`src/rtl/clint_pkg.sv`:
```
// rtl/clint_pkg.sv - CLINT register offsets, AXI response codes, FSM states and helpers
package clint_pkg;

  localparam logic [15:0] CLINT_MSIP_OFF     = 16'h0000;
  localparam logic [15:0] CLINT_MTIMECMP_OFF = 16'h4000;
  localparam logic [15:0] CLINT_MTIME_OFF    = 16'hBFF8;

  localparam logic [1:0] AXI_RESP_OKAY   = 2'b00;
  localparam logic [1:0] AXI_RESP_SLVERR = 2'b10;

  typedef enum logic { W_IDLE, W_RESP } wr_state_t;
  typedef enum logic { R_IDLE, R_DATA } rd_state_t;

  typedef enum logic [1:0] { REG_NONE, REG_MSIP, REG_MTIMECMP, REG_MTIME } clint_reg_t;

  // word is addr[15:3]; the registers are all 64-bit aligned
  function automatic clint_reg_t clint_decode(input logic [12:0] word, input logic [2:0] size);
    clint_reg_t sel;
    sel = REG_NONE;
    if (size <= 3'd3) begin
      if (word == CLINT_MSIP_OFF[15:3])          sel = REG_MSIP;
      else if (word == CLINT_MTIMECMP_OFF[15:3]) sel = REG_MTIMECMP;
      else if (word == CLINT_MTIME_OFF[15:3])    sel = REG_MTIME;
    end
    return sel;
  endfunction

  function automatic logic [63:0] byte_merge(input logic [63:0] old_val,
                                             input logic [63:0] new_val,
                                             input logic [7:0]  strb);
    logic [63:0] res;
    for (int i = 0; i < 8; i++)
      res[i*8 +: 8] = strb[i] ? new_val[i*8 +: 8] : old_val[i*8 +: 8];
    return res;
  endfunction

endpackage

```
`src/rtl/clint_timebase.sv`:
```
// rtl/clint_timebase.sv - prescaler, mtime/mtimecmp/msip registers and timer interrupt
module clint_timebase
  import clint_pkg::*;
#(
  parameter int TICK_DIV = 100
) (
  input  logic        clk,
  input  logic        rst_n,
  input  logic        wr_en,
  input  clint_reg_t  wr_sel,
  input  logic [63:0] wr_data,
  input  logic [7:0]  wr_strb,
  output logic [63:0] mtime,
  output logic [63:0] mtimecmp,
  output logic        msip,
  output logic        int_m_timer
);

  localparam int PW = (TICK_DIV > 1) ? $clog2(TICK_DIV) : 1;

  logic [PW-1:0] presc;
  logic          tick;
  logic [63:0]   mtime_inc;

  assign tick      = (presc == PW'(TICK_DIV - 1));
  assign mtime_inc = tick ? mtime + 64'd1 : mtime;

  // A write to mtime merges over the incremented value so unwritten bytes still advance
  always_ff @(posedge clk or negedge rst_n) begin
    if (!rst_n) begin
      presc       <= '0;
      mtime       <= '0;
      mtimecmp    <= '1;
      msip        <= 1'b0;
      int_m_timer <= 1'b0;
    end else begin
      presc <= tick ? '0 : presc + PW'(1);
      if (wr_en && wr_sel == REG_MTIME)
        mtime <= byte_merge(mtime_inc, wr_data, wr_strb);
      else
        mtime <= mtime_inc;
      if (wr_en && wr_sel == REG_MTIMECMP)
        mtimecmp <= byte_merge(mtimecmp, wr_data, wr_strb);
      if (wr_en && wr_sel == REG_MSIP && wr_strb[0])
        msip <= wr_data[0];
      int_m_timer <= (mtime >= mtimecmp);
    end
  end

endmodule

```
`src/rtl/axi_clint_responder.sv`:
```
// rtl/axi_clint_responder.sv - AXI4 single-beat slave exposing the CLINT timer registers
module axi_clint_responder
  import clint_pkg::*;
#(
  parameter int ADDR_WIDTH = 32,
  parameter int DATA_WIDTH = 64,
  parameter int TICK_DIV   = 100
) (
  input  logic                  clk,
  input  logic                  reset_n,
  input  logic                  s_awvalid,
  output logic                  s_awready,
  input  logic [ADDR_WIDTH-1:0] s_awaddr,
  input  logic [2:0]            s_awsize,
  input  logic [3:0]            s_awcache,
  input  logic [2:0]            s_awprot,
  input  logic                  s_wvalid,
  output logic                  s_wready,
  input  logic [DATA_WIDTH-1:0] s_wdata,
  input  logic [7:0]            s_wstrb,
  input  logic                  s_wlast,
  output logic                  s_bvalid,
  input  logic                  s_bready,
  output logic [1:0]            s_bresp,
  input  logic                  s_arvalid,
  output logic                  s_arready,
  input  logic [ADDR_WIDTH-1:0] s_araddr,
  input  logic [2:0]            s_arsize,
  input  logic [3:0]            s_arcache,
  input  logic [2:0]            s_arprot,
  output logic                  s_rvalid,
  input  logic                  s_rready,
  output logic [DATA_WIDTH-1:0] s_rdata,
  output logic [1:0]            s_rresp,
  output logic                  s_rlast,
  output logic [63:0]           rdtime,
  output logic                  int_m_timer,
  output logic                  int_m_software
);

  wr_state_t   w_state, w_next;
  rd_state_t   r_state, r_next;
  logic        live;
  logic        aw_held, w_held;
  logic [12:0] aw_word_q;
  logic [2:0]  aw_size_q;
  logic [63:0] wdata_q;
  logic [7:0]  wstrb_q;
  logic        aw_hs, w_hs, ar_hs, do_write;
  clint_reg_t  wr_sel, rd_sel;
  logic [63:0] wr_data;
  logic [7:0]  wr_strb;
  logic [63:0] rd_val;
  logic [63:0] mtime, mtimecmp;
  logic        msip;

  // Readies stay low until the first clock after reset is released
  assign s_bvalid  = (w_state == W_RESP);
  assign s_awready = live && !aw_held && !s_bvalid;
  assign s_wready  = live && !w_held && !s_bvalid;
  assign s_rvalid  = (r_state == R_DATA);
  assign s_rlast   = s_rvalid;
  assign s_arready = live && !s_rvalid;

  assign aw_hs    = s_awvalid && s_awready;
  assign w_hs     = s_wvalid && s_wready;
  assign ar_hs    = s_arvalid && s_arready;
  assign do_write = (w_state == W_IDLE) && (aw_held || aw_hs) && (w_held || w_hs);

  assign wr_sel  = aw_hs ? clint_decode(s_awaddr[15:3], s_awsize) : clint_decode(aw_word_q, aw_size_q);
  assign wr_data = w_hs ? s_wdata : wdata_q;
  assign wr_strb = w_hs ? s_wstrb : wstrb_q;
  assign rd_sel  = clint_decode(s_araddr[15:3], s_arsize);

  always_comb begin
    rd_val = '0;
    case (rd_sel)
      REG_MSIP:     rd_val = {63'd0, msip};
      REG_MTIMECMP: rd_val = mtimecmp;
      REG_MTIME:    rd_val = mtime;
      default:      rd_val = '0;
    endcase
  end

  always_comb begin
    w_next = w_state;
    case (w_state)
      W_IDLE:  if (do_write) w_next = W_RESP;
      W_RESP:  if (s_bready) w_next = W_IDLE;
      default: w_next = W_IDLE;
    endcase
  end

  always_comb begin
    r_next = r_state;
    case (r_state)
      R_IDLE:  if (ar_hs) r_next = R_DATA;
      R_DATA:  if (s_rready) r_next = R_IDLE;
      default: r_next = R_IDLE;
    endcase
  end

  always_ff @(posedge clk or negedge reset_n) begin
    if (!reset_n) begin
      w_state   <= W_IDLE;
      r_state   <= R_IDLE;
      live      <= 1'b0;
      aw_held   <= 1'b0;
      w_held    <= 1'b0;
      aw_word_q <= '0;
      aw_size_q <= '0;
      wdata_q   <= '0;
      wstrb_q   <= '0;
      s_bresp   <= AXI_RESP_OKAY;
      s_rdata   <= '0;
      s_rresp   <= AXI_RESP_OKAY;
    end else begin
      w_state <= w_next;
      r_state <= r_next;
      live    <= 1'b1;
      if (do_write) begin
        aw_held <= 1'b0;
        w_held  <= 1'b0;
        s_bresp <= (wr_sel == REG_NONE) ? AXI_RESP_SLVERR : AXI_RESP_OKAY;
      end else begin
        if (aw_hs) begin
          aw_held   <= 1'b1;
          aw_word_q <= s_awaddr[15:3];
          aw_size_q <= s_awsize;
        end
        if (w_hs) begin
          w_held  <= 1'b1;
          wdata_q <= s_wdata;
          wstrb_q <= s_wstrb;
        end
      end
      if (ar_hs) begin
        s_rdata <= rd_val;
        s_rresp <= (rd_sel == REG_NONE) ? AXI_RESP_SLVERR : AXI_RESP_OKAY;
      end
    end
  end

  clint_timebase #(.TICK_DIV(TICK_DIV)) u_timebase (
    .clk         (clk),
    .rst_n       (reset_n),
    .wr_en       (do_write),
    .wr_sel      (wr_sel),
    .wr_data     (wr_data),
    .wr_strb     (wr_strb),
    .mtime       (mtime),
    .mtimecmp    (mtimecmp),
    .msip        (msip),
    .int_m_timer (int_m_timer)
  );

  assign rdtime         = mtime;
  assign int_m_software = msip;

  logic unused_ok;
  assign unused_ok = ^{s_awaddr[ADDR_WIDTH-1:16], s_awaddr[2:0], s_araddr[ADDR_WIDTH-1:16],
                       s_araddr[2:0], s_awcache, s_awprot, s_arcache, s_arprot, s_wlast};

endmodule

```
`config.mk`:
```
export PLATFORM = sky130hd
export DESIGN_NAME = axi_clint_responder
export DESIGN_NICKNAME = d
export VERILOG_FILES = /design/src/rtl/clint_pkg.sv /design/src/rtl/clint_timebase.sv /design/src/rtl/axi_clint_responder.sv
export SDC_FILE = /design/constraint.sdc
export NUM_CORES = 1
export LEC_CHECK = 0
export ABC_CLOCK_PERIOD_IN_PS = 2200
export CAP_MARGIN = 20
export CORE_MARGIN = 3
export CORE_UTILIZATION = 45
export DETAILED_ROUTE_END_ITERATION = 8
export PLACE_DENSITY = 0.71
export SYNTH_ARGS = -nofsm -noshare
export SYNTH_HDL_FRONTEND = slang
export SYNTH_SLANG_ARGS = --single-unit
export TNS_END_PERCENT = 5
```
`constraint.sdc`:
```
create_clock -name clk -period 2.2 [get_ports clk]
set_input_delay 0.44 -clock clk [delete_from_list [all_inputs] [get_ports clk]]
set_output_delay 0.44 -clock clk [all_outputs]
set_load 0.005 [all_outputs]
```
==> results.json <==
{
  "status": "complete, but fails checks",
  "violations": "setup timing",
  "core_sq_um": 33600,
  "finalNetCount": 2017,
  "holdPathStages": 2,
  "area_delta_synth_final_pct": 40.4,
  "rows": 67,
  "drt_first_pass_iters": 4,
  "r2r-end": "u_timebase.int_m_timer",
  "arrival_ns": 3.04,
  "cts.sinks": 294,
  "power_frac_clock_pct": 31.5,
  "cp_max_fo": 3,
  "post_drt_wl_per_cell_um": 19.0,
  "grt_use_total_pct": 23.2,
  "n_antenna_cell": 0,
  "setup_ws_ns": -0.406,
  "fillers": 2589,
  "finalWirelength_um": 43000,
  "finalHoldWorstSlack_ns": 0.280,
  "initial_core_util_pct": 45.7,
  "fin_cells": 2261,
  "yosys-top-cells-area": "dfrtp_1 37%, mux2i_1 13%, dfstp_2 11%, mux2_2 6.1%, ha_1 5.4%",
  "grt_first_pass_wirelength_um": 68000,
  "synth_top_area_share_pct": 37.4,
  "p_per_area_nw_per_um2": 816,
  "cts_tree": "built",
  "avgViaCountPerCell": 5.35,
  "fin_crit_sh_pct": 118,
  "maxCapViolCount": 0,
  "ir_drop_v": 0.000576,
  "critPathRequiredTime_ns": 2.63,
  "die_y_um": 191,
  "rsz0062_at_grt": "yes",
  "cts_buffers": 35,
  "tns_ns": -2.34,
  "end_kind": "flop",
  "synth_seq_cells": 294,
  "gp_congestion": 0.863,
  "clock_skew_ns": 0.0121,
  "grt_max_degree": 62,
  "min-delay-start": "s_awaddr[15]",
  "min_period_ns": 2.61,
  "clockRootBuffer": "clkbuf_16",
  "yosys_warnings": 0,
  "synth_ff_type": "dfrtp_1",
  "syn_area_sq_um": 15400,
  "placedCellCount": 2178,
  "antenna_found_initial": 0,
  "rrSetupSlack_ns": -0.41,
  "yosys.cell_count.top_type": "dfrtp_1",
  "dr.first_iter.drc_count": 590,
  "die_area_sq_um": 36400,
  "dpl.hpwl_um": 30900,
  "crit_type": "reg2reg",
  "hold_end": "aw_word_q[12]",
  "p_int_mw": 12.4,
  "netlist_instances": 1356,
  "post-route-drc-count": 0,
  "synth_common_cells": "230 x dfrtp_1, 198 x mux2i_1, 114 x nand2_1",
  "first_global_vias": 12700,
  "worstMarginPinSlew_ns": 0.587,
  "clock_path_buffers": 3,
  "io_pins": 304,
  "vias": 12100,
  "combPwrFrac_pct": 28.8,
  "setup_viol": 59,
  "hold_class": "in2reg",
  "htreeDepth": 2,
  "reg2reg_depth": 10,
  "grt_overflow": 0,
  "total_leakage_power_nw": 9.79,
  "final_hold_viol_count": 0,
  "die_x_um": 191,
  "max_slew_margin_pct": 60.8,
  "switchingPower_mw": 5.23,
  "startpoint_type": "flop",
  "avgSynthCellArea_sq_um": 11.3,
  "p_sw_share_pct": 29.7,
  "path_clk_slew_ns": 0.06,
  "final_max_slew_viol_count": 0,
  "r2r_start": "u_timebase.mtimecmp[10]",
  "synthArstFlopShare_pct": 100,
  "power.total_mw": 17.6,
  "ant_nets": 0,
  "synth-edff-count": 0,
  "insertion_delay_ns": 0.50,
  "max_freq_ghz": 0.384,
  "synth_top_area_cell": "dfrtp_1",
  "yosysSeqAreaShare_pct": 48.4,
  "cp-startpoint": "u_timebase.mtimecmp[10]",
  "drive_gt1_share_pct": 27.2,
  "seq_power_share_pct": 39.7,
  "numPortBuffers": 244,
  "yosysUniqueCellTypes": 61
}
[what timing repair did]
action	4_1_cts	5_1_grt
hold buffers	1	0
endpoints found under the hold margin	35	0
pin swaps	20	30
setup buffers	5	16
endpoints found under the setup margin	125	122
gates resized for setup	53	51
[state kept, by name, summed over array words and instances (netlist names)]
register                count
s_rdata                    64
u_timebase.mtime           64
u_timebase.mtimecmp        64
wdata_q                    64
aw_word_q                  13
wstrb_q                     8
u_timebase.presc            7
aw_held                     1
aw_size_q                   1
live                        1
s_bresp                     1
s_bvalid                    1
s_rlast                     1
s_rresp                     1
u_timebase.int_m_timer      1
u_timebase.msip             1
w_held                      1
[layer usage]
| metal | GRT usage [%] | up-vias | part of all wire (%) |
|---|---|---|---|
| met5 | 0 | - | 0 |
| met3 | 3.18 | 61 | 4.0 |
| li1 | - | 5741 | - |
| met4 | 6.29 | 0 | 2.3 |
| met2 | 40.1 | 254 | 49 |
| met1 | 30.8 | 6045 | 44 |
[area by class of cell]
| type | instances | area, sq um | area share (%) |
|---|---|---|---|
| inverters | 75 | 282 | 1.30 |
| repair buffers | 454 | 4380 | 20.3 |
| clock buffers | 59 | 1080 | 5.00 |
| flip-flops and latches | 294 | 7440 | 34.5 |
| well taps | 448 | 561 | 2.60 |
| clock inverters | 4 | 20.0 | 0.0927 |
| multi-input cells | 927 | 7820 | 36.2 |
[kinds of logic (layout without fill, tap and decap cells)]
group / count (synthesis) / in the layout / share of synthesized area [%]
DFF: 294 / 294 / 48.4
muxes: 282 / 282 / 19.0
xor gates and xnor gates: 67 / 67 / 3.82
buffers and inverters: 136 / 592 / 3.65
adders and majority gates: 66 / 66 / 5.37
and+or+nand+nor: 298 / 298 / 10.9
AOI/OAI and AO/OA: 211 / 211 / 8.78
other: 2 / 3 / 0.0489
[through the flow]
step	util, %	setup WS (ns)	area [sq um]
CTS	63.1	-0.597	21200
floorplan	-	-0.00347	15400
finish	64.2	-0.406	21600
detailed placement	59.1	-1.78	19900
global placement	59.1	-1.76	19900
global route	64.2	-0.492	21600
[critical path: stages, from the launching register on]
cell	delay, ns
dfstp_2	0.53
inv_1	0.07
ha_4	0.27
and4_4	0.24
nand2_4	0.05
a2111oi_4	0.46
o311ai_4	0.15
a2111oi_4	0.38
buf_4	0.19
o21ai_2	0.05
a21oi_1	0.14
[worst max path at each step]
stage                             end  slack, ns  cells after the start
2_1_floorplan     u_timebase.mtime[0]     -0.003                      8
3_3_place_gp   u_timebase.int_m_timer      -1.76                     11
3_5_place_dp   u_timebase.int_m_timer      -1.78                     11
4_1_cts        u_timebase.int_m_timer      -0.60                     10
5_1_grt        u_timebase.int_m_timer      -0.49                     10
6_report       u_timebase.int_m_timer      -0.41                     10
[power groups by stage]
stage	clock (mW)	sequential, mW	combinational, mW
4_1_cts	5.65	6.98	5.01
6_report	5.55	6.99	5.07
3_5_place_dp	0	7.04	4.56
3_3_place_gp	0	6.98	4.45
2_1_floorplan	0	6.92	2.61
5_1_grt	5.88	7.11	5.47
[layout by cell type, fill, tap and decap left out, drive strengths merged, types with 4 or more instances in the layout]
cell | synthesis | layout
and3 | 14 | 14
o21ai | 79 | 79
nor4 | 14 | 14
mux2 | 84 | 84
nand2 | 115 | 115
xnor2 | 26 | 26
nor2 | 41 | 41
or2 | 8 | 8
clkbuf | 31 | 59
a2111oi | 6 | 6
inv | 75 | 75
a21o | 13 | 13
and4 | 13 | 13
a21oi | 28 | 28
nand4 | 29 | 29
buf | 30 | 210
nor3 | 10 | 10
clkinv | 0 | 4
dlymetal6s2s | 0 | 10
dfstp | 64 | 64
xor2 | 41 | 41
clkdlybuf4s50 | 0 | 230
dfrtp | 230 | 230
mux2i | 198 | 198
a22oi | 64 | 64
nand3 | 29 | 29
and2 | 6 | 6
ha | 66 | 66
No activity file was read; power rests on OpenSTA's default activity.
